## src/rtl/bubsys_ioctl_loader.sv

```systemverilog
// HPS ioctl download consumer: packs ROM bytes into big-endian SDRAM words over a
// req/ack handshake, captures DIP-switch bytes, and reports ROM load completion.
module bubsys_ioctl_loader #(
  parameter logic [15:0] ROM_INDEX   = 16'd0,
  parameter logic [15:0] DIPSW_INDEX = 16'd254,
  parameter int          SDRAM_AW    = 24,
  parameter int          DIPSW_BYTES = 3
) (
  input  logic                     i_HPSIO_CLK,
  input  logic                     i_RST,
  input  logic                     i_IOCTL_DOWNLOAD,
  input  logic [15:0]              i_IOCTL_INDEX,
  input  logic [26:0]              i_IOCTL_ADDR,
  input  logic [7:0]               i_IOCTL_DATA,
  input  logic                     i_IOCTL_WR,
  output logic                     o_IOCTL_WAIT,
  output logic                     o_SDRAM_REQ,
  output logic [SDRAM_AW-1:0]      o_SDRAM_ADDR,
  output logic [15:0]              o_SDRAM_DATA,
  output logic [1:0]               o_SDRAM_BE,
  input  logic                     i_SDRAM_ACK,
  output logic [8*DIPSW_BYTES-1:0] o_DIPSW,
  output logic                     o_LOADING,
  output logic                     o_ROM_LOADED,
  output logic                     o_PROTO_ERR
);

  typedef enum logic [2:0] {
    S_IDLE, S_ROM, S_DIP, S_SKIP, S_WRITE, S_FLUSH, S_DONE
  } state_t;

  state_t                     r_state;
  logic                       r_wait;
  logic                       r_req;
  logic [SDRAM_AW-1:0]        r_addr;
  logic [15:0]                r_data;
  logic [1:0]                 r_be;
  logic [8*DIPSW_BYTES-1:0]   r_dipsw;
  logic                       r_loading;
  logic                       r_rom_loaded;
  logic                       r_proto_err;
  logic [7:0]                 r_pend;
  logic                       r_pend_vld;
  logic [SDRAM_AW-1:0]        r_pend_addr;

  logic                       w_addr_oob;
  logic [SDRAM_AW-1:0]        w_word;
  logic                       w_rom_wr;
  logic                       w_pend_hit;
  logic                       w_launch;
  logic [SDRAM_AW-1:0]        w_wr_addr;
  logic [15:0]                w_wr_data;
  logic [1:0]                 w_wr_be;

  // Bytes beyond the SDRAM word space are silently discarded.
  assign w_addr_oob = |(i_IOCTL_ADDR >> (SDRAM_AW + 1));
  assign w_word     = i_IOCTL_ADDR[SDRAM_AW:1];
  assign w_rom_wr   = i_IOCTL_WR & ~w_addr_oob;
  assign w_pend_hit = r_pend_vld && (r_pend_addr == w_word);

  // Write payload selection; the default is a flush of the pending even byte.
  always_comb begin
    w_launch  = 1'b0;
    w_wr_addr = r_pend_addr;
    w_wr_data = {r_pend, 8'h00};
    w_wr_be   = 2'b10;
    if (r_state == S_ROM) begin
      if (!i_IOCTL_DOWNLOAD) begin
        w_launch = r_pend_vld;
      end else if (w_rom_wr) begin
        if (!i_IOCTL_ADDR[0]) begin
          w_launch = r_pend_vld;
        end else begin
          w_launch  = 1'b1;
          w_wr_addr = w_word;
          if (w_pend_hit) begin
            w_wr_data = {r_pend, i_IOCTL_DATA};
            w_wr_be   = 2'b11;
          end else begin
            w_wr_data = {8'h00, i_IOCTL_DATA};
            w_wr_be   = 2'b01;
          end
        end
      end
    end
  end

  always_ff @(posedge i_HPSIO_CLK) begin
    if (!i_RST) begin
      r_state      <= S_IDLE;
      r_wait       <= 1'b0;
      r_req        <= 1'b0;
      r_addr       <= '0;
      r_data       <= '0;
      r_be         <= '0;
      r_dipsw      <= '1;
      r_loading    <= 1'b0;
      r_rom_loaded <= 1'b0;
      r_proto_err  <= 1'b0;
      r_pend       <= '0;
      r_pend_vld   <= 1'b0;
      r_pend_addr  <= '0;
    end else begin
      if (i_IOCTL_WR && r_wait) begin
        r_proto_err <= 1'b1;
      end

      if (w_launch) begin
        r_req  <= 1'b1;
        r_wait <= 1'b1;
        r_addr <= w_wr_addr;
        r_data <= w_wr_data;
        r_be   <= w_wr_be;
      end

      case (r_state)
        S_IDLE: begin
          // The index is sampled once here; later changes have no effect.
          if (i_IOCTL_DOWNLOAD) begin
            if (i_IOCTL_INDEX == ROM_INDEX) begin
              r_state      <= S_ROM;
              r_loading    <= 1'b1;
              r_rom_loaded <= 1'b0;
              r_pend_vld   <= 1'b0;
            end else if (i_IOCTL_INDEX == DIPSW_INDEX) begin
              r_state <= S_DIP;
            end else begin
              r_state <= S_SKIP;
            end
          end
        end

        S_ROM: begin
          if (!i_IOCTL_DOWNLOAD) begin
            r_pend_vld <= 1'b0;
            if (r_pend_vld) begin
              r_state <= S_FLUSH;
            end else begin
              r_state      <= S_DONE;
              r_loading    <= 1'b0;
              r_rom_loaded <= 1'b1;
            end
          end else if (w_rom_wr) begin
            if (!i_IOCTL_ADDR[0]) begin
              r_pend      <= i_IOCTL_DATA;
              r_pend_vld  <= 1'b1;
              r_pend_addr <= w_word;
            end else if (w_pend_hit) begin
              r_pend_vld <= 1'b0;
            end
            if (w_launch) begin
              r_state <= S_WRITE;
            end
          end
        end

        S_WRITE: begin
          if (i_SDRAM_ACK) begin
            r_req   <= 1'b0;
            r_wait  <= 1'b0;
            r_state <= S_ROM;
          end
        end

        S_FLUSH: begin
          if (i_SDRAM_ACK) begin
            r_req        <= 1'b0;
            r_wait       <= 1'b0;
            r_state      <= S_DONE;
            r_loading    <= 1'b0;
            r_rom_loaded <= 1'b1;
          end
        end

        S_DONE: begin
          r_state <= S_IDLE;
        end

        S_DIP: begin
          if (!i_IOCTL_DOWNLOAD) begin
            r_state <= S_IDLE;
          end else if (i_IOCTL_WR) begin
            for (int n = 0; n < DIPSW_BYTES; n++) begin
              if (i_IOCTL_ADDR == 27'(n)) begin
                r_dipsw[8*n +: 8] <= i_IOCTL_DATA;
              end
            end
          end
        end

        S_SKIP: begin
          if (!i_IOCTL_DOWNLOAD) begin
            r_state <= S_IDLE;
          end
        end

        default: r_state <= S_IDLE;
      endcase
    end
  end

  assign o_IOCTL_WAIT = r_wait;
  assign o_SDRAM_REQ  = r_req;
  assign o_SDRAM_ADDR = r_addr;
  assign o_SDRAM_DATA = r_data;
  assign o_SDRAM_BE   = r_be;
  assign o_DIPSW      = r_dipsw;
  assign o_LOADING    = r_loading;
  assign o_ROM_LOADED = r_rom_loaded;
  assign o_PROTO_ERR  = r_proto_err;

endmodule

```

## config.mk

```make
export PLATFORM = sky130hd
export DESIGN_NAME = bubsys_ioctl_loader
export DESIGN_NICKNAME = d
export VERILOG_FILES = /design/src/rtl/bubsys_ioctl_loader.sv
export SDC_FILE = /design/constraint.sdc
export NUM_CORES = 1
export LEC_CHECK = 0
export CELL_PAD_IN_SITES_DETAIL_PLACEMENT = 0
export CELL_PAD_IN_SITES_GLOBAL_PLACEMENT = 2
export CORE_UTILIZATION = 28
export DETAILED_ROUTE_END_ITERATION = 10
export PLACE_DENSITY_LB_ADDON = 0.1
export SYNTH_ARGS = -nofsm -noshare
export SYNTH_HDL_FRONTEND = slang
export SYNTH_SLANG_ARGS = --single-unit
```

## constraint.sdc

```tcl
create_clock -name i_HPSIO_CLK -period 2.15 [get_ports i_HPSIO_CLK]
set_input_delay 0.3225 -clock i_HPSIO_CLK [delete_from_list [all_inputs] [get_ports i_HPSIO_CLK]]
set_output_delay 0.3225 -clock i_HPSIO_CLK [all_outputs]
set_load 0.02 [all_outputs]
```

# Word-level counts from Yosys, hierarchy flattened
# Cells that the tools add are included.
[classes] eq_ne=19 mux=52 bitwise=3 n_reduce_logical=17
[op_table] cell="24-bit 2-to-1 mux" count=4
[op_table] cell="16-bit 2-to-1 mux" count=5
[op_table] cell="27-bit by 1-bit equality test with 1-bit output, second input constant" count=1
[op_table] cell="27-bit by 2-bit equality test with 1-bit output, second input constant" count=1
[op_table] cell="27-bit logical NOT" count=1
[op_table] cell="1-bit 2-to-1 mux" count=25
[op_table] cell="24-bit equality test" count=1
[op_table] cell="3-bit 2-to-1 mux" count=7
[op_table] cell="16-bit by 8-bit equality test with 1-bit output, second input constant" count=1
[op_table] cell="16-bit logical NOT" count=1
[op_table] cell="4-bit AND reduction" count=4
[op_table] cell="3-bit case mux with 5 select lines" count=1
[op_table] cell="2-bit 2-to-1 mux" count=7
[op_table] cell="2-bit inequality test, second input constant" count=7
[op_table] cell="6-bit AND reduction" count=2
[op_table] cell="3-bit by 2-bit equality test with 1-bit output, second input constant" count=2
[op_table] cell="3-bit equality test, second input constant" count=2
[op_table] cell="3-bit inequality test, second input constant" count=2
[op_table] cell="1-bit case mux with 3 select lines" count=2
[op_table] cell="2-bit OR reduction" count=3
[op_table] cell="5-bit AND reduction" count=1
[op_table] cell="4-bit inequality test, second input constant" count=1
[op_table] cell="3-bit by 1-bit equality test with 1-bit output, second input constant" count=1
[op_table] cell="3-bit logical NOT" count=1
[op_table] cell="other kinds (6)" count=8
[word_totals] ff_bits=107 in_bits=56 output_inout_bits=71 word_cells=106

# Depth between registers and ports, before layout
[logic_depth] ltp_word=10 depth_mapped=7 ltp_nobuf=5

# Worst setup path before layout
# OpenSTA, ideal clock, no wires.
[synth_timing] kind="input to register" from="in i_IOCTL_ADDR[1]" to="reg r_pend_vld" setup_time_ns=0.122 t_arrival_ns=1.750 required_ns=2.028 path_slack_ns=0.278 cell_stages=6 n_path_buf=1 cell_sequence="clkbuf_1 -> xnor2_1 -> nand4_1 -> nor4_1 -> nand4_1 -> a221o_1"
[synth_via] elab_chain_len=4
[synth_rtl] element="start, declared" line_no="13" text="input logic [26:0] i_IOCTL_ADDR,"
[synth_rtl] element="24-bit equality test" line_no="59" text="assign w_pend_hit = r_pend_vld && (r_pend_addr == w_word);"
[synth_rtl] element="1-bit logical AND" line_no="59"
[synth_rtl] element="4-bit inequality test (no line)"
[synth_rtl] element="5-bit AND reduction (no line)"
[synth_rtl] element="end signal, assigned" line_no="101" text="r_pend_vld <= 1'b0;"
[synth_rtl] element="end signal, assigned" line_no="124" text="r_pend_vld <= 1'b0;"
[synth_rtl] element="end signal, assigned" line_no="135" text="r_pend_vld <= 1'b0;"
[synth_rtl] element="end, declared" line_no="43" text="logic r_pend_vld;"
# No other way between the ends.
# A chain may end at the register's enable or synchronous reset.

# Worst setup path after layout
[layout_timing] from="in i_IOCTL_ADDR[22]" to="reg r_dipsw[17] (netlist: o_DIPSW[17])"
[layout_via] elab_chain_len=2
[layout_rtl] element="27-bit by 2-bit equality test with 1-bit output" line_no="184" text="if (i_IOCTL_ADDR == 27'(n)) begin"
[layout_rtl] element="4-bit AND reduction (no line)"
[layout_rtl] element="end signal, assigned by index" line_no="185" text="r_dipsw[8*n +: 8] <= i_IOCTL_DATA;"
[layout_rtl] element="end, declared" line_no="38" text="logic [8*DIPSW_BYTES-1:0] r_dipsw;"
# No other way between the ends.

==> impl.org <==
** Hold path
- The worst hold path belongs to the class in -> reg.
- Number of cells traversed by the worst hold path :: 2

** Drt
- In this run, the number of DRC markers left after iteration 0 of detailed routing was about 180.
- Once detail routing completed, the nets flagged for antenna violations numbered 0.
- Before antenna repair, the detailed router went through 7 iterations.
- In the routed layout, each cell is associated on average with a via count of 4.75.
- Detailed routing inserted a total of around 4300 vias.
- In the routed design, unresolved DRC markers number 0.
- Summed over all layers, the routed wires come to between 10000 and 15000 um.
- In the final routed layout, each cell accounts on average for about 16 um.

** Timing
- Across all hold checks on the routed design, the worst slack comes to between 300 and 400 ps.
- At the pin with the least slew margin, the transition time is about 800 ps.
- Period Utilization, post-route :: around 95%
- Post-route minimum period :: 2050 ps
- The hold violation total from the final report is 0.
- For this run, the top clock speed supported by timing is 0.489 GHz.
- Final count of negative-setup-slack endpoints :: 0
- Worst-case clock skew :: approximately 9.5 ps
- Setup repair after global routing missed its margin :: no
- The worst pin sits at a relative slew slack of between 40% and 50%.
- Final Slew Violations :: 0
- Sum of negative setup slack :: 0 ps
- Across all setup checks in the final design, the least slack found is between 100 and 150 ps.

** Critical path
- Walking the worst path, the cells encountered are clkdlybuf4s50_1 > nor4_2 > buf_4 > nand4_2 > nor4b_2 > buf_4 > mux2i_1 > nand2_1.
- By startpoint and endpoint, the worst setup path is classified as in -> reg.
- Total stage count of the critical path :: 8
- Most used cell, CP :: sky130_fd_sc_hd__buf_4
- Data on the critical path is required at its endpoint by roughly 2400 ps.
- In this design, the stage delay of the slowest critical-path cell is 460 ps.
- Among all stages on the critical path, the largest delay is contributed by sky130_fd_sc_hd__clkdlybuf4s50_1.
- STA classifies the critical path endpoint as a flip-flop.
- The number of buffers and inverters on the critical path is 3.
- The cell family contributing the most delay on the critical path is simple AND/OR/NAND/NOR gates.
- Along the worst path, the maximum fanout reaches 8.
- Worst setup SP type :: primary input
- Data arrives at the worst endpoint at approximately 2300 ps.
- The worst register-to-register path has a depth of 6.

** Power
- The share of total power dissipated in sequential elements is between 40% and 50%.
- Proportion of power drawn by the clock network :: a little under two fifths
- Summed over all cells, the static leakage comes to 2.31 nW.
- Sw frac :: between 20% and 30%
- Cell internal power dissipation :: ~3.6 mW
- Peak supply drop :: roughly 0.00033 V
- Of the total power, combinational logic draws between 10% and 20%.
- PwrDens :: a little over 700 nW/um^2
- The design draws 4.91 mW.
- Switching power :: approximately 1.4 mW

** Yosys
- Mean area per synthesized cell :: just under 9 sq um
- The cell area that synthesis handed to floorplanning was around 4700 sq um.
- Flop and latch count out of synthesis :: 107
- Cell with the most instances after synthesis :: sky130_fd_sc_hd__dfxtp_1
- The synthesized netlist devotes approximately 22% of its cell area to simple gates.
- Counting flops with a built-in enable in the synthesized netlist gives 0.
- Register area share after synthesis :: between 40% and 50%
- Sorting the synthesized cells by area gives the leading types as sky130_fd_sc_hd__dfxtp_1 46%, sky130_fd_sc_hd__mux2i_1 10%, sky130_fd_sc_hd__nand2_1 7.6%, sky130_fd_sc_hd__a21oi_1 4.4%, sky130_fd_sc_hd__a211oi_1 3.8%.
- Counting flops with an async set or reset pin after synthesis yields a share of 0%.
- Warning count from the yosys run :: 0
- In the synthesized netlist, the number of instances is around 530.
- Largest area contributor in the synthesized netlist :: sky130_fd_sc_hd__dfxtp_1
- After synthesis, the most frequently instantiated cells are 107 x sky130_fd_sc_hd__dfxtp_1, 95 x sky130_fd_sc_hd__nand2_1, 48 x sky130_fd_sc_hd__mux2i_1.
- The portion of synthesized area spent on multiplexers is approximately a tenth.
- Ys flop type :: sky130_fd_sc_hd__dfxtp_1
- Area fraction in compound gates after synthesis :: 13.7%
- Distinct cell type count of the synthesized netlist :: 48
- XOR/XNOR share of the synthesized area :: under 10%
- Largest family of logic cells by synthesized area :: simple AND/OR/NAND/NOR gates
- Post-synth top area share :: 45.6%
- The number of nets handed over by synthesis was between 500 and 600.
- Adder and majority cell fraction of the synthesized area :: 0%

** Die
- Die Footprint :: 17300 sq um
- In this run the standard cell core region covers around 16000 sq um.
- Measured along the y axis, the die boundary spans around 130 um.
- The floorplan has between 40 and 50 rows.
- From left edge to right edge, the die measures about 130 um.
- Count of pins on the block boundary :: 127
- Once the floorplan was initialized, standard cells occupied between 20% and 30% of the core.

** Place
- At the end of routability-driven placement, the weighted congestion stood at between 0.7 and 0.8.
- Placed instance area :: about 6600 sq um
- Number of buffers inserted by port buffering :: 126
- HPWL Detailed :: around 10000 um
- Setup slack after placement :: -428 ps
- Counting tap cells, the placed design contains a total of between 800 and 900 instances.

** Clock network
- CTS built an H-tree with a depth of 3.
- The later pin in the worst-skew pair is clocked with a latency of between 300 and 400 ps.
- Number of clock buffers inserted by TritonCTS :: 9
- TritonCTS built the clock tree.
- After clock tree synthesis, the clock-pin slew on the worst setup and hold paths is roughly 80 ps.
- Setup Buffers After CTS :: 0
- The clock drives approximately 110 sinks.
- The tree is rooted in a sky130_fd_sc_hd__clkbuf_16.
- In this run the deepest clock path goes through 2 buffers.

** GRT
- The first global-routing pass estimated 23200 um of wire.
- The number of global-route vias before repair is between 4000 and 5000.
- Total Routing Usage GR :: between 10% and 20%
- The initial antenna violation count is 0.
- Pin count of the biggest net entering global routing :: 50
- Congestion Overflow GR :: 0

** Run
- Max capacitance violation total :: 0

** Final layout
- At the end of the flow, the number of nets in the layout was between 700 and 800.
- Layout Cell Area excl Fill :: 6940 sq um
- The number of antenna diodes in the final layout is 0.
- Count of placed standard cells in the final layout, fillers left out :: around 910
- Cells fill 42.2% of the core in the end.
- Share of final-layout standard cells stronger than drive strength 1 :: ~14%
- Compared with the post-synthesis result, the final layout area differs by 47.7%.

** Run status
- The run finished with clean final reports.
==> routing by layer <==
| layer | global-route usage [%] | vias up | share of wire [%] |
|---|---|---|---|
| met5 | 0 | - | 0 |
| met4 | 6.01 | 0 | 1.5 |
| met3 | 2.82 | 13 | 4.0 |
| met2 | 29.2 | 103 | 49 |
| met1 | 21.9 | 2030 | 45 |
| li1 | - | 2160 | - |
==> cells by family (layout without fill, tap and decap cells) <==
family / Yosys count / count (layout)
AO/OA/AOI/OAI: 98 / 98
XOR/XNOR: 24 / 24
buffers and inverters: 43 / 203
flip-flops: 107 / 107
multiplexers: 48 / 48
AND/OR/NAND/NOR: 207 / 207
==> flip-flops by register name, summed over array words and instances, names as in the netlist <==
name,count
r_pend_vld,1
o_LOADING,1
r_pend_addr,24
r_state,3
o_SDRAM_REQ,1
o_SDRAM_ADDR,24
o_ROM_LOADED,1
o_DIPSW,24
o_IOCTL_WAIT,1
o_SDRAM_DATA,16
o_PROTO_ERR,1
o_SDRAM_BE,2
r_pend,8
==> cell type report <==
| cell class | count | area (sq um) |
|---|---|---|
| Multi-Input combinational cell | 377 | 2430 |
| Sequential cell | 107 | 2140 |
| Clock inverter | 7 | 105 |
| Tap cell | 220 | 275 |
| Inverter | 4 | 15.0 |
| Fill cell | 1638 | 9520 |
| Clock buffer | 9 | 225 |
| Timing Repair Buffer | 183 | 1750 |
==> layout by cell type, fill, tap and decap left out, types with 2 or more instances in the layout <==
cell type | synthesis | routed
sky130_fd_sc_hd__clkdlybuf4s50_1 | 0 | 125
sky130_fd_sc_hd__dfxtp_1 | 107 | 107
sky130_fd_sc_hd__nand2_1 | 95 | 95
sky130_fd_sc_hd__buf_4 | 3 | 52
sky130_fd_sc_hd__mux2i_1 | 48 | 48
sky130_fd_sc_hd__a21oi_1 | 41 | 41
sky130_fd_sc_hd__nor2_1 | 42 | 41
sky130_fd_sc_hd__nand3_1 | 26 | 26
sky130_fd_sc_hd__a211oi_1 | 24 | 24
sky130_fd_sc_hd__xnor2_1 | 13 | 13
sky130_fd_sc_hd__xor2_1 | 11 | 11
sky130_fd_sc_hd__clkbuf_16 | 0 | 9
sky130_fd_sc_hd__o211ai_1 | 8 | 8
sky130_fd_sc_hd__a22oi_1 | 8 | 8
sky130_fd_sc_hd__nand4_1 | 7 | 7
sky130_fd_sc_hd__nor4_4 | 4 | 7
sky130_fd_sc_hd__buf_12 | 0 | 5
sky130_fd_sc_hd__nor4_1 | 6 | 4
sky130_fd_sc_hd__o21ai_0 | 4 | 4
sky130_fd_sc_hd__inv_1 | 4 | 3
sky130_fd_sc_hd__nor2b_1 | 3 | 3
sky130_fd_sc_hd__nand2b_1 | 3 | 3
sky130_fd_sc_hd__nor3b_2 | 2 | 2
sky130_fd_sc_hd__nor2_2 | 1 | 2
sky130_fd_sc_hd__or4_1 | 2 | 2
sky130_fd_sc_hd__o21bai_1 | 2 | 2
sky130_fd_sc_hd__o211a_1 | 2 | 2
sky130_fd_sc_hd__nor3_1 | 2 | 2
sky130_fd_sc_hd__or3b_1 | 2 | 2
sky130_fd_sc_hd__nor4_2 | 3 | 2
sky130_fd_sc_hd__nand4_2 | 2 | 2
sky130_fd_sc_hd__inv_8 | 0 | 2
sky130_fd_sc_hd__inv_6 | 0 | 2
sky130_fd_sc_hd__bufinv_16 | 0 | 2
==> path summary, 6_finish.rpt <==
kind                     end             start  slack (ps)
min                o_LOADING             i_RST         330
max reg2reg  o_SDRAM_ADDR[2]        r_state[0]         190
min reg2reg      o_DIPSW[21]       o_DIPSW[21]         480
max              o_DIPSW[17]  i_IOCTL_ADDR[22]         100
==> power by group through the flow <==
| stage | clock network (mW) | logic [mW] | registers, mW |
|---|---|---|---|
| floorplan | 0 | 0.416 | 2.22 |
| global placement | 0 | 0.946 | 2.16 |
| detailed placement | 0 | 0.943 | 2.16 |
| CTS | 1.93 | 0.948 | 2.11 |
| global route | 2.01 | 1.02 | 2.12 |
| finish | 1.86 | 0.946 | 2.11 |
==> repair_timing <==
| item | in CTS | in global routing |
|---|---|---|
| endpoints found under the setup margin | 8 | 9 |
| hold endpoints to repair | 0 | 0 |
| gates resized for setup | 1 | 4 |
| pin swaps | 0 | 1 |
| hold buffers | 0 | 0 |
Note: power is estimated with default switching activity, not from simulation.
